`src/rtl/fusion_seq_ctrl.sv`:
```
// ---------------------------------------------------------------------------
// fusion_seq_ctrl
//
// Sequencer for one fusion unit (4-bit input/weight, 8-bit partial sum).
// A job is started with cfg_start. It captures the job length and the
// precision/sign configuration. The controller then accepts cfg_len operand
// pairs on a valid/ready stream and issues one pair per cycle to the fusion
// unit. It tracks the unit's fixed pipeline latency with a shift register of
// valid bits and adds every returned psum into a wide accumulator. The
// dot-product result is offered on a valid/ready output.
//
// Optional build macro:
//   FUSION_SAT_EN - when defined, the accumulator saturates to the signed
//                   range (signed job) or the unsigned range (unsigned job),
//                   and res_ovf is a sticky clamp flag. When undefined, the
//                   accumulator wraps modulo 2^ACC_W and res_ovf stays 0.
//
// Parameters:
//   ACC_W  - accumulator / result width (>= 9)
//   LEN_W  - job length width; the longest job is 2^LEN_W-1 pairs
//   FU_LAT - cycles from issue on fu_* to a valid fu_psum (>= 1)
//
// Ports:
//   clk, rst_n            clock, asynchronous active-low reset
//   cfg_start/cfg_len     start pulse and pair count (sampled in IDLE only)
//   cfg_in_width, cfg_weight_width, cfg_s_in, cfg_s_weight
//                         job configuration, captured with cfg_start
//   cfg_abort             abandon the current job, return to IDLE
//   busy                  high in every state except IDLE
//   op_valid/op_ready     operand pair stream (op_in, op_weight)
//   fu_in, fu_weight      registered operands to the fusion unit
//   fu_in_width, fu_weight_width, fu_s_in, fu_s_weight
//                         registered job configuration to the fusion unit
//   fu_psum               partial sum returned by the fusion unit
//   res_valid/res_ready   result handshake (res_data, res_ovf)
// ---------------------------------------------------------------------------
module fusion_seq_ctrl #(
  parameter int ACC_W  = 16,
  parameter int LEN_W  = 8,
  parameter int FU_LAT = 1
) (
  input  logic             clk,
  input  logic             rst_n,
  input  logic             cfg_start,
  input  logic [LEN_W-1:0] cfg_len,
  input  logic [2:0]       cfg_in_width,
  input  logic [2:0]       cfg_weight_width,
  input  logic             cfg_s_in,
  input  logic             cfg_s_weight,
  input  logic             cfg_abort,
  output logic             busy,
  input  logic             op_valid,
  input  logic [3:0]       op_in,
  input  logic [3:0]       op_weight,
  output logic             op_ready,
  output logic [3:0]       fu_in,
  output logic [3:0]       fu_weight,
  output logic [2:0]       fu_in_width,
  output logic [2:0]       fu_weight_width,
  output logic             fu_s_in,
  output logic             fu_s_weight,
  input  logic [7:0]       fu_psum,
  output logic             res_valid,
  output logic [ACC_W-1:0] res_data,
  output logic             res_ovf,
  input  logic             res_ready
);

  typedef enum logic [1:0] {
    S_IDLE,
    S_RUN,
    S_DRAIN,
    S_DONE
  } state_t;

  localparam logic [LEN_W-1:0] LEN_ONE = LEN_W'(1);

  state_t           state_reg;
  logic             busy_reg;
  logic             op_ready_reg;
  logic             res_valid_reg;

  logic [LEN_W-1:0] len_reg;
  logic [LEN_W-1:0] issued_reg;
  logic [LEN_W-1:0] returned_reg;
  logic [LEN_W-1:0] issued_inc;
  logic [LEN_W-1:0] returned_inc;

  logic [3:0]       fu_in_reg;
  logic [3:0]       fu_weight_reg;
  logic [2:0]       fu_in_width_reg;
  logic [2:0]       fu_weight_width_reg;
  logic             fu_s_in_reg;
  logic             fu_s_weight_reg;

  logic [ACC_W-1:0] acc_reg;
  logic [ACC_W-1:0] acc_next;
  logic             ovf_reg;
  logic             ovf_next;

  logic [FU_LAT-1:0] vpipe_reg;

  logic             xfer;
  logic             pop;
  logic             job_signed;
  logic [ACC_W-1:0] psum_ext;

  // op_ready_reg is only ever high in RUN, so it alone qualifies a transfer.
  assign xfer = op_valid & op_ready_reg;
  // The oldest valid bit marks the cycle in which fu_psum belongs to this job.
  assign pop  = vpipe_reg[FU_LAT-1];

  assign issued_inc   = issued_reg + LEN_ONE;
  assign returned_inc = returned_reg + LEN_ONE;

  // A job counts as signed when either operand is signed, so the psum
  // is sign-extended in that case.
  assign job_signed = fu_s_in_reg | fu_s_weight_reg;
  assign psum_ext   = job_signed ? {{(ACC_W-8){fu_psum[7]}}, fu_psum}
                                 : {{(ACC_W-8){1'b0}}, fu_psum};

  // -------------------------------------------------------------------------
  // Accumulator update
  // -------------------------------------------------------------------------
`ifdef FUSION_SAT_EN
  // One guard bit is enough to detect overflow of a single addition.
  logic [ACC_W:0] sum_w;

  always_comb begin
    sum_w    = '0;
    acc_next = '0;
    ovf_next = ovf_reg;
    if (job_signed) begin
      sum_w = {acc_reg[ACC_W-1], acc_reg} + {psum_ext[ACC_W-1], psum_ext};
      if (sum_w[ACC_W] != sum_w[ACC_W-1]) begin
        // The guard bit holds the true sign and picks the clamp direction.
        acc_next = sum_w[ACC_W] ? {1'b1, {(ACC_W-1){1'b0}}}
                                : {1'b0, {(ACC_W-1){1'b1}}};
        ovf_next = 1'b1;
      end else begin
        acc_next = sum_w[ACC_W-1:0];
      end
    end else begin
      sum_w = {1'b0, acc_reg} + {1'b0, psum_ext};
      if (sum_w[ACC_W]) begin
        acc_next = {ACC_W{1'b1}};
        ovf_next = 1'b1;
      end else begin
        acc_next = sum_w[ACC_W-1:0];
      end
    end
  end
`else
  always_comb begin
    acc_next = acc_reg + psum_ext;
    ovf_next = 1'b0;
  end
`endif

  // -------------------------------------------------------------------------
  // Latency tracking: one valid bit per pipeline stage of the fusion unit.
  // An abort clears the pipe, so late psums from an abandoned job are never
  // added into a later job.
  // -------------------------------------------------------------------------
  genvar gi;
  generate
    for (gi = 0; gi < FU_LAT; gi++) begin : g_vpipe
      if (gi == 0) begin : g_head
        always_ff @(posedge clk or negedge rst_n) begin
          if (!rst_n) begin
            vpipe_reg[gi] <= 1'b0;
          end else if (cfg_abort) begin
            vpipe_reg[gi] <= 1'b0;
          end else begin
            vpipe_reg[gi] <= xfer;
          end
        end
      end else begin : g_tail
        always_ff @(posedge clk or negedge rst_n) begin
          if (!rst_n) begin
            vpipe_reg[gi] <= 1'b0;
          end else if (cfg_abort) begin
            vpipe_reg[gi] <= 1'b0;
          end else begin
            vpipe_reg[gi] <= vpipe_reg[gi-1];
          end
        end
      end
    end
  endgenerate

  // -------------------------------------------------------------------------
  // Control FSM with registered outputs
  // -------------------------------------------------------------------------
  always_ff @(posedge clk or negedge rst_n) begin
    if (!rst_n) begin
      state_reg           <= S_IDLE;
      busy_reg            <= 1'b0;
      op_ready_reg        <= 1'b0;
      res_valid_reg       <= 1'b0;
      len_reg             <= '0;
      issued_reg          <= '0;
      returned_reg        <= '0;
      fu_in_reg           <= '0;
      fu_weight_reg       <= '0;
      fu_in_width_reg     <= '0;
      fu_weight_width_reg <= '0;
      fu_s_in_reg         <= 1'b0;
      fu_s_weight_reg     <= 1'b0;
      acc_reg             <= '0;
      ovf_reg             <= 1'b0;
    end else if (cfg_abort) begin
      // Abort wins over a coincident transfer, accumulate or result handshake.
      state_reg     <= S_IDLE;
      busy_reg      <= 1'b0;
      op_ready_reg  <= 1'b0;
      res_valid_reg <= 1'b0;
    end else begin
      // Returned psums are added in whichever state they arrive. This can be
      // the same cycle as the last operand transfer.
      if (pop) begin
        acc_reg      <= acc_next;
        ovf_reg      <= ovf_next;
        returned_reg <= returned_inc;
      end

      case (state_reg)
        S_IDLE: begin
          if (cfg_start) begin
            len_reg             <= cfg_len;
            issued_reg          <= '0;
            returned_reg        <= '0;
            acc_reg             <= '0;
            ovf_reg             <= 1'b0;
            fu_in_width_reg     <= cfg_in_width;
            fu_weight_width_reg <= cfg_weight_width;
            fu_s_in_reg         <= cfg_s_in;
            fu_s_weight_reg     <= cfg_s_weight;
            busy_reg            <= 1'b1;
            if (cfg_len != '0) begin
              state_reg    <= S_RUN;
              op_ready_reg <= 1'b1;
            end else begin
              // An empty job presents a zero result on the next cycle.
              state_reg     <= S_DONE;
              res_valid_reg <= 1'b1;
            end
          end
        end

        S_RUN: begin
          // On cycles without a transfer, fu_in/fu_weight keep their last values.
          if (xfer) begin
            fu_in_reg     <= op_in;
            fu_weight_reg <= op_weight;
            issued_reg    <= issued_inc;
            if (issued_inc == len_reg) begin
              state_reg    <= S_DRAIN;
              op_ready_reg <= 1'b0;
            end
          end
        end

        S_DRAIN: begin
          // Leave DRAIN on the same edge that adds the final psum, so the
          // result is valid FU_LAT+1 cycles after the last transfer.
          if (pop && (returned_inc == len_reg)) begin
            state_reg     <= S_DONE;
            res_valid_reg <= 1'b1;
          end
        end

        S_DONE: begin
          if (res_ready) begin
            state_reg     <= S_IDLE;
            busy_reg      <= 1'b0;
            res_valid_reg <= 1'b0;
          end
        end

        default: begin
          state_reg     <= S_IDLE;
          busy_reg      <= 1'b0;
          op_ready_reg  <= 1'b0;
          res_valid_reg <= 1'b0;
        end
      endcase
    end
  end

  // -------------------------------------------------------------------------
  // Outputs
  // -------------------------------------------------------------------------
  assign busy            = busy_reg;
  assign op_ready        = op_ready_reg;
  assign fu_in           = fu_in_reg;
  assign fu_weight       = fu_weight_reg;
  assign fu_in_width     = fu_in_width_reg;
  assign fu_weight_width = fu_weight_width_reg;
  assign fu_s_in         = fu_s_in_reg;
  assign fu_s_weight     = fu_s_weight_reg;
  assign res_valid       = res_valid_reg;
  assign res_data        = acc_reg;
  // Without FUSION_SAT_EN, ovf_next is constant 0, so this output stays 0.
  assign res_ovf         = ovf_reg;

endmodule
```
`config.mk`:
```
export PLATFORM = sky130hd
export DESIGN_NAME = fusion_seq_ctrl
export DESIGN_NICKNAME = d
export VERILOG_FILES = /design/src/rtl/fusion_seq_ctrl.sv
export SDC_FILE = /design/constraint.sdc
export NUM_CORES = 1
export LEC_CHECK = 0
export ABC_AREA = 1
export CAP_MARGIN = 20
export CORE_AREA = 2 2 96 98
export CTS_CLUSTER_DIAMETER = 100
export DETAILED_ROUTE_END_ITERATION = 8
export DIE_AREA = 0 0 98 100
export PLACE_DENSITY_LB_ADDON = 0.1
export SLEW_MARGIN = 0
export SYNTH_ARGS = -nofsm -noshare
export SYNTH_HDL_FRONTEND = slang
export SYNTH_SLANG_ARGS = --single-unit
```
`constraint.sdc`:
```
create_clock -name clk -period 1.9 [get_ports clk]
set_input_delay 0.19 -clock clk [delete_from_list [all_inputs] [get_ports clk]]
set_output_delay 0.19 -clock clk [all_outputs]
set_load 0.05 [all_outputs]
```
### Yosys cells after proc, flatten, opt, wreduce, memory -nomap -nowiden

Index checks and enable logic that the tools add are counted.
Widths: inputs -> output; s select.

* add/subtract/negate cells: 3
* eq/ne operators: 14
* multiplexer cells: 37
* bitwise operators: 3
* reduce and logical (&&, ||, !) cells: 14

Operators by type and width (number)
* $mux 16: 4
* $mux 8: 5
* $ne 3x3->1 const B: 7
* $add 16x16->16: 1
* $add 8x1->8 const B: 2
* $eq 8x8->1: 2
* $mux 1: 16
* $pmux 8 s2: 1
* $reduce_and 5->1: 3
* $mux 2: 7
* $reduce_and 3->1: 3
* $pmux 2 s4: 1
* $reduce_bool 8->1: 1
* $reduce_bool 3->1: 2
* $eq 2x2->1 const B: 2
* $ne 2x2->1 const B: 2
* $pmux 1 s2: 2
* $reduce_and 4->1: 1
* $reduce_bool 4->1: 1
* $pmux 1 s3: 1
* $eq 2x1->1 const B: 1
* $logic_not 2->1: 1
* $reduce_bool 2->1: 1
* $and 1x1->1: 1
* other kinds (3): 3

* register bits: 63
* input bits: 38
* output and inout bits: 36
* logic and storage cells: 87

### Longest topological paths before layout

* depth after elaboration: 6
* mapped depth: 14
* gate-level depth less buffers: 14

### Worst setup path before layout

No wires, ideal clock.

* path type: reg2reg
* from: register fu_s_weight_reg, in the netlist fu_s_weight
* to: register acc_reg[12], in the netlist res_data[12]
* library setup time: 0.129 ns
* arrival time: 2.170 ns
* required time: 1.771 ns
* setup slack: -0.399 ns
* cell stages (with the launch flop): 11
* path buffers: 0
* period minus slack after synthesis: 2.299 ns
* cells stage by stage: dfrtp_1 -> o21ai_0 -> inv_1 -> ha_1 -> a21oi_1 -> nor2_1 -> nor2_1 -> nand3_1 -> xor2_1 -> o21ai_0 -> o21ai_0

* cells in the longest elaborated chain, start to end: 6

RTL lines
* start, declared: RTL line 94 `logic fu_s_weight_reg;`
* start signal, assigned: RTL line 238 `fu_s_weight_reg <= cfg_s_weight;`
* $or 1x1->1 (*): RTL line 118 `assign job_signed = fu_s_in_reg | fu_s_weight_reg;`
* $mux 16 (*): RTL line 119 `assign psum_ext = job_signed ? {{(ACC_W-8){fu_psum[7]}}, fu_psum}`
* $add 16x16->16 (*): RTL line 155 `acc_next = acc_reg + psum_ext;`
* $mux 16 (*): RTL line 221 `if (pop) begin`
* $mux 16: RTL line 229 `if (cfg_start) begin`
* $mux 16 (*): RTL line 227 `case (state_reg)`
* end signal, assigned: RTL line 222 `acc_reg <= acc_next;`
* end, declared: RTL line 96 `logic [ACC_W-1:0] acc_reg;`

Mark *: on every way between the ends. The rest lies on a longest branch, timed or not.
A chain may end at the register's enable or synchronous reset.

### Final worst setup path

* from: register fu_s_in_reg, in the netlist fu_s_in
* to: register acc_reg[14], in the netlist res_data[14]

* cells in the longest elaborated chain, start to end: 6

RTL lines
* start, declared: RTL line 93 `logic fu_s_in_reg;`
* start signal, assigned: RTL line 237 `fu_s_in_reg <= cfg_s_in;`
* $or 1x1->1 (*): RTL line 118
* $mux 16 (*): RTL line 119
* $add 16x16->16 (*): RTL line 155
* $mux 16 (*): RTL line 221
* $mux 16: RTL line 229
* $mux 16 (*): RTL line 227

Marked as above.

==> results.ini <==
[drt]
drtIter0Drc=184
ant_nets=0
wl_um=10700
drt_pass1_iterations=5
drc=0
viasPerCell=5.17
routed-via-count=4137
wire_per_inst_um=13.4

[critical_path]
cp_max_fo=7
reg2reg_depth=12
critPathSlowestCell=dfrtp_2
r2r_end=res_data[14]
crit_path_end_kind=flop
crit_end=res_data[14]
crit_start=fu_s_in
critPathKind=flop to flop
crit_arrival_ns=2.20
cp_num_buf_inv=1
critPathMostFrequentCell=nand2_1
crit_family=compound AO/OA/AOI/OAI gates
crit_required_ns=2.17
reg2reg_from=fu_s_in
setup.worst_path.start_class=flop
path_depth=12
path_cells=o21ai_4 > inv_6 > ha_4 > nand2_1 > nand2_1 > a21oi_1 > o21bai_1 > a21oi_1 > nand3_1 > nand2_1 > nor2_1 > o21ai_1
slowest_delay_ns=0.43
reg2reg_slack_ns=-0.03

[logic_synthesis]
yosysWarnings=0
syn_area_per_cell_um2=7.29
synth_ff_type=dfrtp_1
netlist_instances=560
synth_nets=620
synth-compound-area-share_pct=12.2
synth_top_family_by_area=simple AND/OR/NAND/NOR gates
yosys.area_share.adder_pct=6.93
synthMuxAreaShare_pct=2.21
yosys.area_share.simple_pct=30.7
seq_area_frac_synth_pct=38.6
ys_ff_latch=63
async_reset_ff_share_pct=100
yosysTopAreaCell=dfrtp_1
yosys-top-cells-area=dfrtp_1, nand2_1, nand3_1
syn-cell-area_mm2=0.00408
synth_edf_count=0
synth_xor_area_share_pct=1.50
synth_cell_types=36
synth_top_area_share_pct=38.6

[grt]
grt_pass1_vias=4029
grt_first_pass_wirelength_um=18100
grt_overflow=0
grt_use_total_pct=22.7
antenna_found_initial=0
grt_max_degree=64

[outcome]
failed_checks=setup timing
outcome=complete, but fails checks

[timing]
setup_viol=2
fin_hold_ws_ns=0.377
worst_slack_ns=-0.0308
fmax_mhz=518
slew_violations=0
fin_crit_ns=1.93
max_slew_margin_pct=63.9
tightest_slew_ns=0.541
skew_ns=0.0112
fin_crit_sh_pct=102
final_hold_viol_count=0
rsz0062_at_grt=yes

[die]
rows=35
core_area_mm2=0.00889
die_area_mm2=0.00980
start_util_pct=45.9
die_x_um=98
die_h_um=100
ioPinCount=74

[finish]
num_antenna_cells=0
final_cell_area_mm2=0.00575
layout_commonest_cell=nand2_1
fin_nets=744
largest_register_ffs=16
syn2layout_area_growth_pct=40.9
final_cell_mix=nand2_1, clkdlybuf4s50_1, inv_1
drive_gt1_share_pct=19.6
fillerInstances=791
stdcell_count=800

[clocking]
tritoncts.num_buffers=9
cts_buffer_depth=2
clk_latency_ns=0.34
path_clk_slew_ns=0.08
clock-root-buffer=clkbuf_8
cts.sinks=63
cts.htree.levels=3
cts_tree=yes

[run]
max_cap_viol_count=0

[power]
p_total_mw=8.06
p_leak_nw=2.78
p_per_area_mw_per_mm2=1400
peakVddDrop_uv=850

[place]
place.gp.congestion=0.939
post-place-cells=777
portBuffers=73
hpwl_um=7790
place_area_mm2=0.00538

[min_path]
hold_class=input port to flop

-- synth_stat cells (6+ instances only) --
| master | n |
|---|---|
| clkbuf_1 | 6 |
| nand2_1 | 170 |
| a21oi_1 | 25 |
| xor2_1 | 6 |
| nand3_1 | 56 |
| o21ai_0 | 39 |
| nand4_1 | 8 |
| mux2_2 | 8 |
| inv_1 | 71 |
| dfrtp_1 | 63 |
| o22ai_1 | 6 |
| ha_1 | 21 |
| nor2_1 | 37 |
-- what timing repair did --
item,in CTS,in global routing
pin swaps,4,11
setup buffers,2,4
resized for setup,6,33
hold buffers,1,0
setup endpoints to repair,3,21
endpoints found under the hold margin,63,0
-- power by group --
part           internal (mW)  switching, mW  leakage (nW)
combinational           1.84           2.80          1.87
clock                  0.602          0.566        0.0883
sequential              1.82          0.427         0.822
-- metal layers --
layer | GRT usage [%] | share of wire, % | vias to the layer above
met5 | 0 | 0 | -
met3 | 4.32 | 4.5 | 17
met2 | 38.5 | 48 | 95
met4 | 7.37 | 1.5 | 0
met1 | 29.4 | 46 | 1938
li1 | - | - | 2087
-- worst min-delay path, cell delays in order --
cell             delay, ns
clkdlybuf4s50_1       0.39
nand2_1               0.06
nand2_1               0.04
-- area by class of cell --
class | count | area, um^2 | share of cell area, %
Clock buffer | 10 | 128 | 2.22
Clock inverter | 6 | 62.6 | 1.09
Inverter | 73 | 279 | 4.85
Multi-Input combinational cell | 415 | 2430 | 42.3
Sequential cell | 63 | 1590 | 27.6
Tap cell | 111 | 139 | 2.41
Timing Repair Buffer | 122 | 1130 | 19.6
-- how the worst min path moves through the flow --
stage	startpoint	to	cells past startpoint
finish	cfg_in_width[2]	fu_in_width[2]	3
CTS	cfg_in_width[2]	fu_in_width[2]	3
detailed placement	rst_n	fu_weight_width[1]	2
floorplan	rst_n	busy	0
global route	cfg_weight_width[1]	fu_weight_width[1]	3
global placement	rst_n	fu_weight_width[1]	2
-- stage by stage --
step | setup WS (ns) | TNS, ns | utilization [%]
CTS | -0.0111 | -0.0210 | 63.1
global placement | -0.197 | -1.68 | 60.5
floorplan | -0.0179 | -0.0405 | -
detailed placement | -0.297 | -2.34 | 60.5
finish | -0.0308 | -0.0496 | 64.7
global route | -0.208 | -1.00 | 64.7
-- kinds of logic after synthesis --
logic type | Yosys count
flip-flops | 63
XOR/XNOR | 7
adder cells (fa/ha/maj) | 22
multiplexers | 8
AND/OR/NAND/NOR | 289
buffers and inverters | 82
AO/OA/AOI/OAI | 89
No activity file was read; power rests on OpenSTA's default activity.
